## config.mk

```make
export PLATFORM = sky130hd
export DESIGN_NAME = storage_loader
export DESIGN_NICKNAME = d
export VERILOG_FILES = /design/src/rtl/storage_loader.sv
export SDC_FILE = /design/constraint.sdc
export NUM_CORES = 1
export LEC_CHECK = 0
export BUFFER_PORTS_ARGS = -buffer_cell sky130_fd_sc_hd__buf_2
export CORE_UTILIZATION = 50
export DETAILED_ROUTE_END_ITERATION = 8
export GPL_TIMING_DRIVEN = 1
export PLACE_DENSITY = 0.77
export SYNTH_ARGS = -nofsm -noshare
export SYNTH_HDL_FRONTEND = slang
export SYNTH_SLANG_ARGS = --single-unit
```

## constraint.sdc

```tcl
create_clock -name clk_clk -period 5.4 [get_ports clk_clk]
set_input_delay 1.08 -clock clk_clk [delete_from_list [all_inputs] [get_ports clk_clk]]
set_output_delay 1.08 -clock clk_clk [all_outputs]
set_load 0.05 [all_outputs]
```

## src/rtl/storage_loader.sv

```systemverilog
`default_nettype none
// ============================================================================
// Module   : storage_loader
// Brief    : Parses a 16-bit valid/ready word stream into code, input/label
//            row and run-control packets that drive data_path storage writes.
// Revision : 1.0
// ============================================================================
module storage_loader #(
  parameter int WORD_WIDTH  = 16,
  parameter int ROW_WORDS   = 3,
  parameter int CODE_WIDTH  = 12,
  parameter int INDEX_WIDTH = 32,
  parameter int COUNT_WIDTH = 14
) (
  input  logic                            clk_clk,
  input  logic                            reset_reset,
  input  logic [WORD_WIDTH-1:0]           in_data,
  input  logic                            in_valid,
  output logic                            in_ready,
  output logic [INDEX_WIDTH-1:0]          code_write_line,
  output logic [CODE_WIDTH-1:0]           code_write_data,
  output logic                            code_is_write,
  output logic [INDEX_WIDTH-1:0]          mat_write_layer_index,
  output logic [INDEX_WIDTH-1:0]          mat_write_row_index,
  output logic [WORD_WIDTH*ROW_WORDS-1:0] mat_write_data,
  output logic                            input_is_write,
  output logic                            label_is_write,
  output logic                            matrix_locator_reset,
  output logic                            run_enable,
  output logic                            busy
);

  localparam int c_ROW_WIDTH = WORD_WIDTH * ROW_WORDS;
  localparam int c_WCW       = (ROW_WORDS > 1) ? $clog2(ROW_WORDS) : 1;
  localparam logic [c_WCW-1:0] c_LAST_WORD = c_WCW'(ROW_WORDS - 1);

  localparam logic [1:0] c_TGT_CODE  = 2'b00;
  localparam logic [1:0] c_TGT_INPUT = 2'b01;
  localparam logic [1:0] c_TGT_LABEL = 2'b10;
  localparam logic [1:0] c_TGT_CMD   = 2'b11;

  typedef enum logic [2:0] {
    HDR       = 3'd0,
    CODE_DATA = 3'd1,
    LAYER     = 3'd2,
    ROW_DATA  = 3'd3,
    LOC_RST   = 3'd4
  } state_t;

  state_t                   r_state, w_next;
  logic [1:0]               r_target;
  logic [COUNT_WIDTH-1:0]   r_count;
  logic [INDEX_WIDTH-1:0]   r_line;
  logic [INDEX_WIDTH-1:0]   r_row;
  logic [c_WCW-1:0]         r_word_cnt;
  logic [c_ROW_WIDTH-1:0]   r_asm;

  logic                     w_accept;
  logic [1:0]               w_hdr_target;
  logic [COUNT_WIDTH-1:0]   w_hdr_count;
  logic [INDEX_WIDTH-1:0]   w_count_ext;
  logic                     w_code_done;
  logic                     w_row_last_word;
  logic                     w_row_done;
  logic [c_ROW_WIDTH-1:0]   w_asm_next;

  assign in_ready             = (r_state != LOC_RST);
  assign matrix_locator_reset = (r_state == LOC_RST);
  assign busy                 = (r_state != HDR);

  assign w_accept        = in_valid & in_ready;
  assign w_hdr_target    = in_data[WORD_WIDTH-1 -: 2];
  assign w_hdr_count     = in_data[COUNT_WIDTH-1:0];
  assign w_count_ext     = {{(INDEX_WIDTH-COUNT_WIDTH){1'b0}}, r_count};
  assign w_code_done     = (r_line + INDEX_WIDTH'(1)) == w_count_ext;
  assign w_row_last_word = (r_word_cnt == c_LAST_WORD);
  assign w_row_done      = (r_row + INDEX_WIDTH'(1)) == w_count_ext;

  // Word k of a row lands in the k-th slot from the top of the row.
  always_comb begin
    w_asm_next = r_asm;
    for (int k = 0; k < ROW_WORDS; k++) begin
      if (r_word_cnt == c_WCW'(k)) begin
        w_asm_next[(ROW_WORDS-1-k)*WORD_WIDTH +: WORD_WIDTH] = in_data;
      end
    end
  end

  always_comb begin
    w_next = r_state;
    case (r_state)
      HDR: begin
        if (w_accept) begin
          case (w_hdr_target)
            c_TGT_CODE:  w_next = (w_hdr_count != '0) ? CODE_DATA : HDR;
            c_TGT_INPUT,
            c_TGT_LABEL: w_next = LAYER;
            default:     w_next = in_data[0] ? HDR : LOC_RST;
          endcase
        end
      end
      CODE_DATA: if (w_accept && w_code_done) w_next = HDR;
      LAYER:     if (w_accept) w_next = (r_count == '0) ? HDR : ROW_DATA;
      ROW_DATA:  if (w_accept && w_row_last_word && w_row_done) w_next = HDR;
      LOC_RST:   w_next = HDR;
      default:   w_next = HDR;
    endcase
  end

  always_ff @(posedge clk_clk) begin
    if (reset_reset) begin
      r_state <= HDR;
    end else begin
      r_state <= w_next;
    end
  end

  always_ff @(posedge clk_clk) begin
    if (reset_reset) begin
      r_target              <= '0;
      r_count               <= '0;
      r_line                <= '0;
      r_row                 <= '0;
      r_word_cnt            <= '0;
      r_asm                 <= '0;
      code_write_line       <= '0;
      code_write_data       <= '0;
      code_is_write         <= 1'b0;
      mat_write_layer_index <= '0;
      mat_write_row_index   <= '0;
      mat_write_data        <= '0;
      input_is_write        <= 1'b0;
      label_is_write        <= 1'b0;
      run_enable            <= 1'b0;
    end else begin
      code_is_write  <= 1'b0;
      input_is_write <= 1'b0;
      label_is_write <= 1'b0;
      case (r_state)
        HDR: begin
          if (w_accept) begin
            r_target <= w_hdr_target;
            r_count  <= w_hdr_count;
            r_line   <= '0;
            if (w_hdr_target == c_TGT_CMD && in_data[0]) begin
              run_enable <= 1'b0;
            end
          end
        end
        CODE_DATA: begin
          if (w_accept) begin
            code_write_data <= in_data[CODE_WIDTH-1:0];
            code_write_line <= r_line;
            code_is_write   <= 1'b1;
            r_line          <= r_line + INDEX_WIDTH'(1);
          end
        end
        LAYER: begin
          if (w_accept) begin
            mat_write_layer_index <= {{(INDEX_WIDTH-WORD_WIDTH){1'b0}}, in_data};
            r_row                 <= '0;
            r_word_cnt            <= '0;
          end
        end
        ROW_DATA: begin
          if (w_accept) begin
            if (w_row_last_word) begin
              mat_write_data      <= w_asm_next;
              mat_write_row_index <= r_row;
              input_is_write      <= (r_target == c_TGT_INPUT);
              label_is_write      <= (r_target == c_TGT_LABEL);
              r_row               <= r_row + INDEX_WIDTH'(1);
              r_word_cnt          <= '0;
              r_asm               <= '0;
            end else begin
              r_word_cnt <= r_word_cnt + c_WCW'(1);
              r_asm      <= w_asm_next;
            end
          end
        end
        LOC_RST: begin
          run_enable <= 1'b1;
        end
        default: ;
      endcase
    end
  end

endmodule
`default_nettype wire
```

After elaboration in Yosys (flattened, before gate mapping)
Index checks and enable logic that the tools add are counted.

storage, ports and cells
  flip-flop bits (word level) = 277
  input bits = 19
  output and inout port bits = 163
  word-level logic and storage cells = 99

operators by class
  reduce and logical (&&, ||, !) cells = 26
  bitwise gates (word level) = 5
  equality and inequality tests = 22
  add/subtract/negate cells = 3
  mux-type cells = 27

operator list
  operator               count
  $mux 32                4
  $pmux 32 s2            2
  $add 32x1->32 const B  2
  $eq 32x14->1           2
  $mux 16                3
  $mux 48                1
  $ne 2x2->1 const B     8
  $mux 3                 5
  $logic_not 14->1       1
  $reduce_bool 14->1     1
  $pmux 3 s4             1
  $reduce_and 3->1       4
  $eq 2x2->1 const B     4
  $mux 2                 4
  $reduce_and 2->1       4
  $reduce_and 4->1       2
  $eq 2x1->1 const B     3
  $eq 3x2->1 const B     2
  $pmux 3 s2             1
  $reduce_bool 2->1      3
  $logic_and 1x1->1      4
  $logic_not 2->1        2
  $mux 1                 4
  $not 1->1              4
  other kinds (11)       12

Logic depth before layout (Yosys ltp)
Gate-level depths: netlist of the first run.

  word-level depth = 6
  gate-level depth with buffers = 12
  gate-level depth less buffers = 10

Worst setup path after synthesis of the first run
Ideal clock, no wire load.

  path type = reg-to-output
  start point = register r_state[2]
  end point = output port in_ready
  path buffers = 0
  required time = 4.320 ns
  data arrival time = 2.358 ns
  cell stages (with the launch flop) = 3
  slack = 1.962 ns
  cells stage by stage = dfxtp_1 > nor3b_1 > inv_1

on the way
  longest elaborated chain between the ends = 1

RTL lines
  element                 line  source
  from (decl)             50    state_t r_state, w_next;
  from (signal assigned)  114   r_state <= w_next;
  $ne 3x3->1              67    assign in_ready = (r_state != LOC_RST);
  to (decl)               19    output logic in_ready,

No other way between the ends.

Worst setup path after layout of the first run
  start point = register r_line[0]
  end point = register r_state[0]

on the way
  longest elaborated chain between the ends = 5

RTL lines
  element                            line  source
  from (decl)                        53    logic [INDEX_WIDTH-1:0] r_line;
  from (signal assigned)             155   r_line <= r_line + INDEX_WIDTH'(1);
  $add 32x1->32                      75    assign w_code_done = (r_line + INDEX_WIDTH'(1)) == w_count_ext;
  $eq 32x14->1                       75
  $logic_and 1x1->1                  102   CODE_DATA: if (w_accept && w_code_done) w_next = HDR;
  $ne 2x2->1 (no source line)        -
  $reduce_and 4->1 (no source line)  -

No other way between the ends.
A chain may end at the register's enable or synchronous reset.

==> results of run 1 <==
==> worst max-delay path by stage <==
stage                     depth (start not counted)                       to               startpoint
after floorplan                                   2                 in_ready  r_state[2]$_SDFFE_PP0P_
after global placement                            8  r_state[1]$_SDFFE_PP0P_                 in_valid
after detailed placement                          8  r_state[1]$_SDFFE_PP0P_                 in_valid
after CTS                                        10  r_state[1]$_SDFFE_PP0P_   r_line[0]$_SDFFE_PP0P_
after global routing                             10  r_state[0]$_SDFFE_PP0P_   r_line[0]$_SDFFE_PP0P_
final                                            10  r_state[0]$_SDFFE_PP0P_   r_line[0]$_SDFFE_PP0P_
==> placed cells by master (no fill, tap or decap), drive strengths merged, types with 4 or more instances in the layout <==
| cell type | instances |
|---|---|
| nand4b | 8 |
| a211oi | 7 |
| a21oi | 243 |
| inv | 14 |
| a21o | 6 |
| o21ai | 65 |
| mux2i | 6 |
| a31oi | 13 |
| conb | 16 |
| nor2b | 4 |
| clkbuf | 33 |
| a22oi | 17 |
| or3 | 8 |
| and3 | 17 |
| nor3b | 20 |
| and2 | 14 |
| nor4b | 5 |
| ha | 4 |
| nor4 | 17 |
| nand2 | 364 |
| buf | 175 |
| nor2 | 117 |
| o31ai | 12 |
| and4 | 10 |
| nand3b | 11 |
| nand3 | 26 |
| clkinv | 10 |
| dfxtp | 261 |
| xor2 | 19 |
| nor3 | 22 |
| nand4 | 29 |
| xnor2 | 42 |
==> per-stage QoR <==
step	instances	power [mW]	hold slack, ns	setup slack (ns)	instance area (um^2)
2_1_floorplan	1575	2.284	0.4148	1.962	12040
3_3_place_gp	1920	2.360	0.4398	1.837	12590
3_5_place_dp	1920	2.367	0.4437	1.832	12590
4_1_cts	1966	4.125	0.4521	1.870	13410
5_1_grt	1967	4.232	0.4694	1.543	13410
6_report	1967	4.112	0.4506	1.791	13410
==> kinds of logic (layout without fill, tap and decap cells) <==
| family | after synthesis | count (layout) | synth area share |
|---|---|---|---|
| AO/OA/AOI/OAI | 380 | 380 | 0.1747 |
| XOR/XNOR | 61 | 61 | 0.04457 |
| adder cells (fa/ha/maj) | 4 | 4 | 0.004175 |
| buffers and inverters | 163 | 235 | 0.06941 |
| flip-flops | 261 | 261 | 0.4359 |
| multiplexers | 7 | 7 | 0.005949 |
| other | 1 | 17 | 0.0003128 |
| AND/OR/NAND/NOR | 683 | 683 | 0.2650 |
==> area by class of cell <==
| cell class | count | area [um^2] | share of cell area |
|---|---|---|---|
| antenna | 1 | 2.502 | 0.0001865 |
| clock buffer | 33 | 708.2 | 0.05279 |
| clock inverter | 13 | 117.6 | 0.008768 |
| inverter | 14 | 52.55 | 0.003918 |
| multi-input combinational | 1151 | 6002 | 0.4474 |
| sequential | 261 | 5225 | 0.3895 |
| tap | 319 | 399.1 | 0.02975 |
| timing repair buffer | 175 | 907.1 | 0.06762 |
==> power breakdown <==
group / leakage [nW] / internal, mW / switching [mW] / total (mW)
registers: 2.11 / 1.96 / 0.0367 / 1.99
logic: 2.64 / 0.0865 / 0.250 / 0.337
clock network: 0.413 / 1.02 / 0.763 / 1.78
total: 5.16 / 3.06 / 1.05 / 4.11
==> state kept, by name, summed over array words and instances (netlist names), 14 cells and up <==
| name | flops |
|---|---|
| mat_write_data | 48 |
| r_row | 32 |
| code_write_line | 32 |
| r_line | 32 |
| r_asm | 32 |
| r_count | 14 |
| mat_write_layer_index | 16 |
| mat_write_row_index | 32 |
==> critical path, delay by kind of cell, from the launching register on <==
family                   cells  cell delay, ns
flip-flops                   1            0.51
adder cells (fa/ha/maj)      1            0.40
AND/OR/NAND/NOR              5            1.57
AO/OA/AOI/OAI                4            0.96
==> metal layers <==
layer  routed length [um]  share of wire  track usage
met2                15440           0.47       0.4239
met4                  747          0.023      0.08310
met5                    0              0            0
met1                14580           0.44       0.3530
met3                 2256          0.068      0.04071
==> impl_metrics.xml, run 1 <==
<?xml version="1.0" encoding="UTF-8"?>
<metrics>
  <group name="worst_setup_path">
    <metric name="timing.reg2reg.setup_slack" unit="ns">1.79</metric>
    <metric name="worstSetupPathType" unit="">reg2reg</metric>
    <metric name="cp_cell_sequence" unit="">ha_1, and4_1, nand4_4, nor2_1, nand4_1, a2111o_1, nor4_1, a21oi_1, a31oi_2, a311oi_1</metric>
    <metric name="timing.critical_path.from_type" unit="">register</metric>
    <metric name="reg2reg_to" unit="">r_state[0]$_SDFFE_PP0P_</metric>
    <metric name="worst_ep_arrival_time" unit="ns">3.98</metric>
    <metric name="end_kind" unit="">register</metric>
    <metric name="timing.critical_path.fanout_max" unit="">8</metric>
    <metric name="required_time_at_the_worst_slack_endpoint" unit="ns">5.77</metric>
    <metric name="worst-r2r-cell-count" unit="">10</metric>
    <metric name="crit_slowest_cell" unit="">dfxtp_1</metric>
    <metric name="critPathMaxStageDelay" unit="ns">0.51</metric>
    <metric name="r2r_startpoint" unit="">r_line[0]$_SDFFE_PP0P_</metric>
  </group>
  <group name="yosys">
    <metric name="part_of_the_yosys_area_used_for_sequential_elements" unit="">0.4359</metric>
    <metric name="post_synth.cell_area_avg" unit="um^2">7.684</metric>
    <metric name="edff_count_synth" unit="">0</metric>
    <metric name="synth-main-ff-cell" unit="">dfxtp_1</metric>
    <metric name="number_of_instances_in_the_synthesized_netlist" unit="">1560</metric>
    <metric name="synthesis.area" unit="um^2">11990</metric>
    <metric name="yosysTopAreaCell" unit="">dfxtp_1</metric>
    <metric name="netlist.area_leader.share" unit="">0.4359</metric>
    <metric name="yosys.cell_types.count" unit="">70</metric>
    <metric name="synth_warnings" unit="">0</metric>
    <metric name="synth.area.top_cells" unit="">dfxtp_1 44%, nand2_1 11%, a21oi_1 10%, nor2_1 3.7%, clkbuf_1 3.2%</metric>
    <metric name="post-synth-top-count-cell" unit="">nand2_1</metric>
    <metric name="synth.ff_latch_count" unit="">261</metric>
    <metric name="most_common_library_cells_after_synthesis" unit="">364 x nand2_1, 261 x dfxtp_1, 243 x a21oi_1</metric>
    <metric name="ys_async_sr_fraction" unit="">0</metric>
  </group>
  <group name="route">
    <metric name="drc" unit="">0</metric>
    <metric name="routed_wirelength" unit="mm">33.02</metric>
    <metric name="first_pass_iters" unit="">5</metric>
    <metric name="drt.antenna.violating_nets" unit="">0</metric>
    <metric name="post_drt_wl_per_cell" unit="um">16.79</metric>
    <metric name="num_vias" unit="">11120</metric>
    <metric name="avgViaCountPerCell" unit="">5.654</metric>
    <metric name="drt_iter0_drc" unit="">1078</metric>
  </group>
  <group name="status">
    <metric name="outcome" unit="">finished, final reports clean</metric>
  </group>
  <group name="clock_network">
    <metric name="clock_latency" unit="ns">0.53</metric>
    <metric name="post_cts_resized" unit="">0</metric>
    <metric name="cts.reportedPaths.clkPinSlew" unit="ns">0.06</metric>
    <metric name="htreeDepth" unit="">1</metric>
    <metric name="cts_made_buffers" unit="">26</metric>
    <metric name="cts.root.buffer_cell" unit="">clkbuf_16</metric>
    <metric name="cts_setup_buffers" unit="">0</metric>
    <metric name="cts_tree" unit="">yes</metric>
    <metric name="cts.hold.buffers_added" unit="">0</metric>
    <metric name="cts_buffer_depth" unit="">3</metric>
    <metric name="cts_sinks" unit="">261</metric>
  </group>
  <group name="cells_and_area">
    <metric name="final_core_util" unit="">0.5715</metric>
    <metric name="fin_nets" unit="">1652</metric>
    <metric name="filler_cell_count" unit="">2160</metric>
    <metric name="area_growth_syn_to_layout" unit="%">11.90</metric>
    <metric name="layout-drive-gt1-share" unit="">0.1475</metric>
  </group>
  <group name="flow_run">
    <metric name="maxCapViolations" unit="">0</metric>
  </group>
  <group name="timing">
    <metric name="fin_skew" unit="ns">0.01766</metric>
    <metric name="max_clock_freq" unit="GHz">0.2771</metric>
    <metric name="finalMaxSlewViolations" unit="">0</metric>
    <metric name="relSlewSlack" unit="">0.1743</metric>
    <metric name="min_period_over_period" unit="">0.6684</metric>
    <metric name="min_period" unit="ns">3.609</metric>
    <metric name="setup_viol" unit="">0</metric>
    <metric name="hold_violations" unit="">0</metric>
    <metric name="setup_tns_after_final_layout" unit="ns">0</metric>
    <metric name="rsz_0062_raised_after_global_routing" unit="">false</metric>
    <metric name="tightestPinTransition" unit="ns">1.234</metric>
  </group>
  <group name="place">
    <metric name="place.port_buffers" unit="">165</metric>
    <metric name="gp_congestion" unit="">0.8949</metric>
    <metric name="place_hpwl" unit="mm">21.14</metric>
  </group>
  <group name="min_path">
    <metric name="min_delay_worst_endpoint" unit="">code_write_data[7]$_SDFFE_PP0P_</metric>
    <metric name="hold_depth" unit="">2</metric>
    <metric name="min_from" unit="">code_write_data[7]$_SDFFE_PP0P_</metric>
    <metric name="worst_hold_path_type" unit="">reg2reg</metric>
  </group>
  <group name="grt">
    <metric name="antenna_found_initial" unit="">1</metric>
    <metric name="global_route.usage.total" unit="">0.2610</metric>
    <metric name="globalRoute.totalOverflow" unit="">0</metric>
    <metric name="number_of_global_route_vias_before_repair" unit="">10140</metric>
    <metric name="maximum_number_of_pins_on_one_net_before_global_route_repair" unit="">138</metric>
    <metric name="grt_pass1_wl" unit="mm">52.04</metric>
  </group>
  <group name="power">
    <metric name="power.ir.vdd_worst" unit="uV">253.4</metric>
    <metric name="total_leakage_power" unit="nW">5.160</metric>
    <metric name="power-per-cell-area" unit="nW/um^2">306.6</metric>
  </group>
  <group name="floorplan">
    <metric name="floorplan.initialDensity" unit="">0.5107</metric>
    <metric name="vertical_die_dimension" unit="um">156.8</metric>
    <metric name="pin_count" unit="">182</metric>
    <metric name="dieArea" unit="um^2">24600</metric>
    <metric name="rows" unit="">56</metric>
    <metric name="die_x" unit="um">156.8</metric>
    <metric name="floorplan.core_area" unit="um^2">23470</metric>
  </group>
</metrics>
No activity file was read; power rests on OpenSTA's default activity.
==> run 2: changes to the inputs <==
- PLACE_DENSITY: 0.77 -> 0.8
- clock period: 5.4 -> 3.15 ns (I/O delays scaled with it)
==> impl_metrics.xml, run 2 (synthesized netlist as in run 1, its figures left out) <==
<?xml version="1.0" encoding="UTF-8"?>
<metrics>
  <group name="status">
    <metric name="outcome" unit="">finished, final reports clean</metric>
  </group>
  <group name="power">
    <metric name="power.ir.vdd_worst" unit="uV">470.1</metric>
    <metric name="totalPowerFinal" unit="mW">7.685</metric>
    <metric name="power-per-cell-area" unit="nW/um^2">550.7</metric>
    <metric name="total_leakage_power" unit="nW">5.447</metric>
  </group>
  <group name="timing">
    <metric name="tightestPinTransition" unit="ns">0.8706</metric>
    <metric name="fin_ws" unit="ns">0.1917</metric>
    <metric name="min_period" unit="ns">2.958</metric>
    <metric name="finalMaxSlewViolations" unit="">0</metric>
    <metric name="setup_viol" unit="">0</metric>
    <metric name="min_period_over_period" unit="">0.9391</metric>
    <metric name="max_clock_freq" unit="GHz">0.3380</metric>
    <metric name="relSlewSlack" unit="">0.4196</metric>
    <metric name="rsz_0062_raised_after_global_routing" unit="">false</metric>
    <metric name="hold_violations" unit="">0</metric>
    <metric name="fin_skew" unit="ns">0.01232</metric>
  </group>
  <group name="route">
    <metric name="routed_wirelength" unit="mm">33.67</metric>
    <metric name="avgViaCountPerCell" unit="">5.689</metric>
    <metric name="post_drt_wl_per_cell" unit="um">16.77</metric>
    <metric name="num_vias" unit="">11420</metric>
    <metric name="first_pass_iters" unit="">5</metric>
    <metric name="drc" unit="">0</metric>
    <metric name="drt_iter0_drc" unit="">983</metric>
    <metric name="drt.antenna.violating_nets" unit="">0</metric>
  </group>
  <group name="worst_setup_path">
    <metric name="timing.critical_path.fanout_max" unit="">12</metric>
    <metric name="required_time_at_the_worst_slack_endpoint" unit="ns">3.53</metric>
    <metric name="worstSetupPathType" unit="">reg2reg</metric>
    <metric name="end_kind" unit="">register</metric>
    <metric name="worst_ep_arrival_time" unit="ns">3.34</metric>
    <metric name="timing.critical_path.from_type" unit="">register</metric>
  </group>
  <group name="grt">
    <metric name="grt_use_met3" unit="">0.05428</metric>
    <metric name="grt_use_met1" unit="">0.3583</metric>
    <metric name="grt_most_used_layer" unit="">met2</metric>
    <metric name="grt_met2_use" unit="">0.4360</metric>
    <metric name="grt_pass1_wl" unit="mm">53.41</metric>
    <metric name="antenna_found_initial" unit="">0</metric>
    <metric name="globalRoute.totalOverflow" unit="">0</metric>
    <metric name="maximum_number_of_pins_on_one_net_before_global_route_repair" unit="">137</metric>
    <metric name="number_of_global_route_vias_before_repair" unit="">10320</metric>
    <metric name="global_route.usage.total" unit="">0.2687</metric>
  </group>
  <group name="clock_network">
    <metric name="cts_sinks" unit="">261</metric>
    <metric name="cts.root.buffer_cell" unit="">clkbuf_16</metric>
    <metric name="cts_made_buffers" unit="">28</metric>
    <metric name="cts_buffer_depth" unit="">3</metric>
    <metric name="cts_tree" unit="">yes</metric>
    <metric name="cts.reportedPaths.clkPinSlew" unit="ns">0.06</metric>
    <metric name="htreeDepth" unit="">1</metric>
    <metric name="cts.hold.buffers_added" unit="">0</metric>
    <metric name="clock_latency" unit="ns">0.55</metric>
  </group>
  <group name="place">
    <metric name="placed_area" unit="um^2">12870</metric>
    <metric name="place_hpwl" unit="mm">22.21</metric>
    <metric name="gp_congestion" unit="">0.8949</metric>
    <metric name="place.port_buffers" unit="">165</metric>
    <metric name="dp_slack" unit="ns">-0.03793</metric>
    <metric name="placed_cells" unit="">1955</metric>
  </group>
  <group name="cells_and_area">
    <metric name="layout-drive-gt1-share" unit="">0.1748</metric>
    <metric name="fin_nets" unit="">1689</metric>
    <metric name="largest_register" unit="">mat_write_data</metric>
    <metric name="antenna_cells_inserted" unit="">0</metric>
    <metric name="area_growth_syn_to_layout" unit="%">16.42</metric>
    <metric name="number_of_cells_in_the_finished_layout_apart_from_fillers" unit="">2007</metric>
    <metric name="final_cell_mix" unit="">363 x nand2_1, 260 x dfxtp_1, 243 x a21oi_1, 164 x buf_2, 116 x nor2_1</metric>
    <metric name="post-route-cell-area" unit="um^2">13960</metric>
    <metric name="most_common_cell_after_layout_fill_and_taps_aside" unit="">nand2_1</metric>
    <metric name="largest_register_ffs" unit="">48</metric>
  </group>
  <group name="floorplan">
    <metric name="vertical_die_dimension" unit="um">156.8</metric>
    <metric name="floorplan.initialDensity" unit="">0.5107</metric>
    <metric name="rows" unit="">56</metric>
    <metric name="floorplan.core_area" unit="um^2">23470</metric>
    <metric name="pin_count" unit="">182</metric>
    <metric name="die_x" unit="um">156.8</metric>
    <metric name="dieArea" unit="um^2">24600</metric>
  </group>
  <group name="flow_run">
    <metric name="maxCapViolations" unit="">0</metric>
  </group>
  <group name="min_path">
    <metric name="worst_hold_path_type" unit="">in2reg</metric>
  </group>
</metrics>
-- run 2: final timing paths --
kind	startpoint	endpoint	slack, ns	depth (start not counted)
min reg2reg	mat_write_layer_index[5]$_SDFFE_PP0P_	mat_write_layer_index[5]$_SDFFE_PP0P_	0.45	2
max	r_line[2]$_SDFFE_PP0P_	r_state[1]$_SDFFE_PP0P_	0.19	9
min	reset_reset	r_count[0]$_SDFFE_PP0P_	0.36	2
max reg2reg	r_line[2]$_SDFFE_PP0P_	r_state[1]$_SDFFE_PP0P_	0.19	9
-- run 2: routing by layer --
metal / up-vias / wire length, um / share of wire
li1: 5500 / - / -
met3: 63 / 2701 / 0.080
met5: - / 0 / 0
met4: 0 / 799 / 0.024
met1: 5420 / 14480 / 0.43
met2: 435 / 15680 / 0.47
-- run 2: cell type report --
| class | instances | area (um^2) |
|---|---|---|
| flip-flops and latches | 261 | 5226 |
| multi-input cells | 1151 | 6038 |
| fillers | 2130 | 9517 |
| repair buffers | 210 | 1195 |
| clock buffers | 34 | 773.2 |
| well taps | 319 | 399.1 |
| inverters | 14 | 52.55 |
| clock inverters | 18 | 271.5 |
-- run 2: repair_timing --
item / CTS / global route
setup buffers: 0 / 0
gates resized for setup: 2 / 8
endpoints found under the setup margin: 3 / 3
-- run 2: stage by stage --
step | util | setup TNS, ns | hold slack (ns)
2_1_floorplan | - | 0 | 0.4148
3_3_place_gp | 0.5482 | 0 | 0.4387
3_5_place_dp | 0.5482 | -0.08570 | 0.4431
4_1_cts | 0.5932 | 0 | 0.3409
5_1_grt | 0.5946 | 0 | 0.3499
6_report | 0.5946 | 0 | 0.3575
-- run 2: power breakdown --
part | internal [mW] | switching (mW)
clock network | 2.25 | 1.41
logic | 0.163 | 0.450
registers | 3.35 | 0.0529
-- run 2: critical path: stages, from the launching register on --
cell,delay (ns)
dfxtp_1,0.53
nand4_1,0.23
or4_2,0.77
mux2i_1,0.18
mux2i_1,0.18
a22oi_1,0.11
a211oi_1,0.32
a21oi_1,0.15
a31oi_2,0.22
a221oi_1,0.10
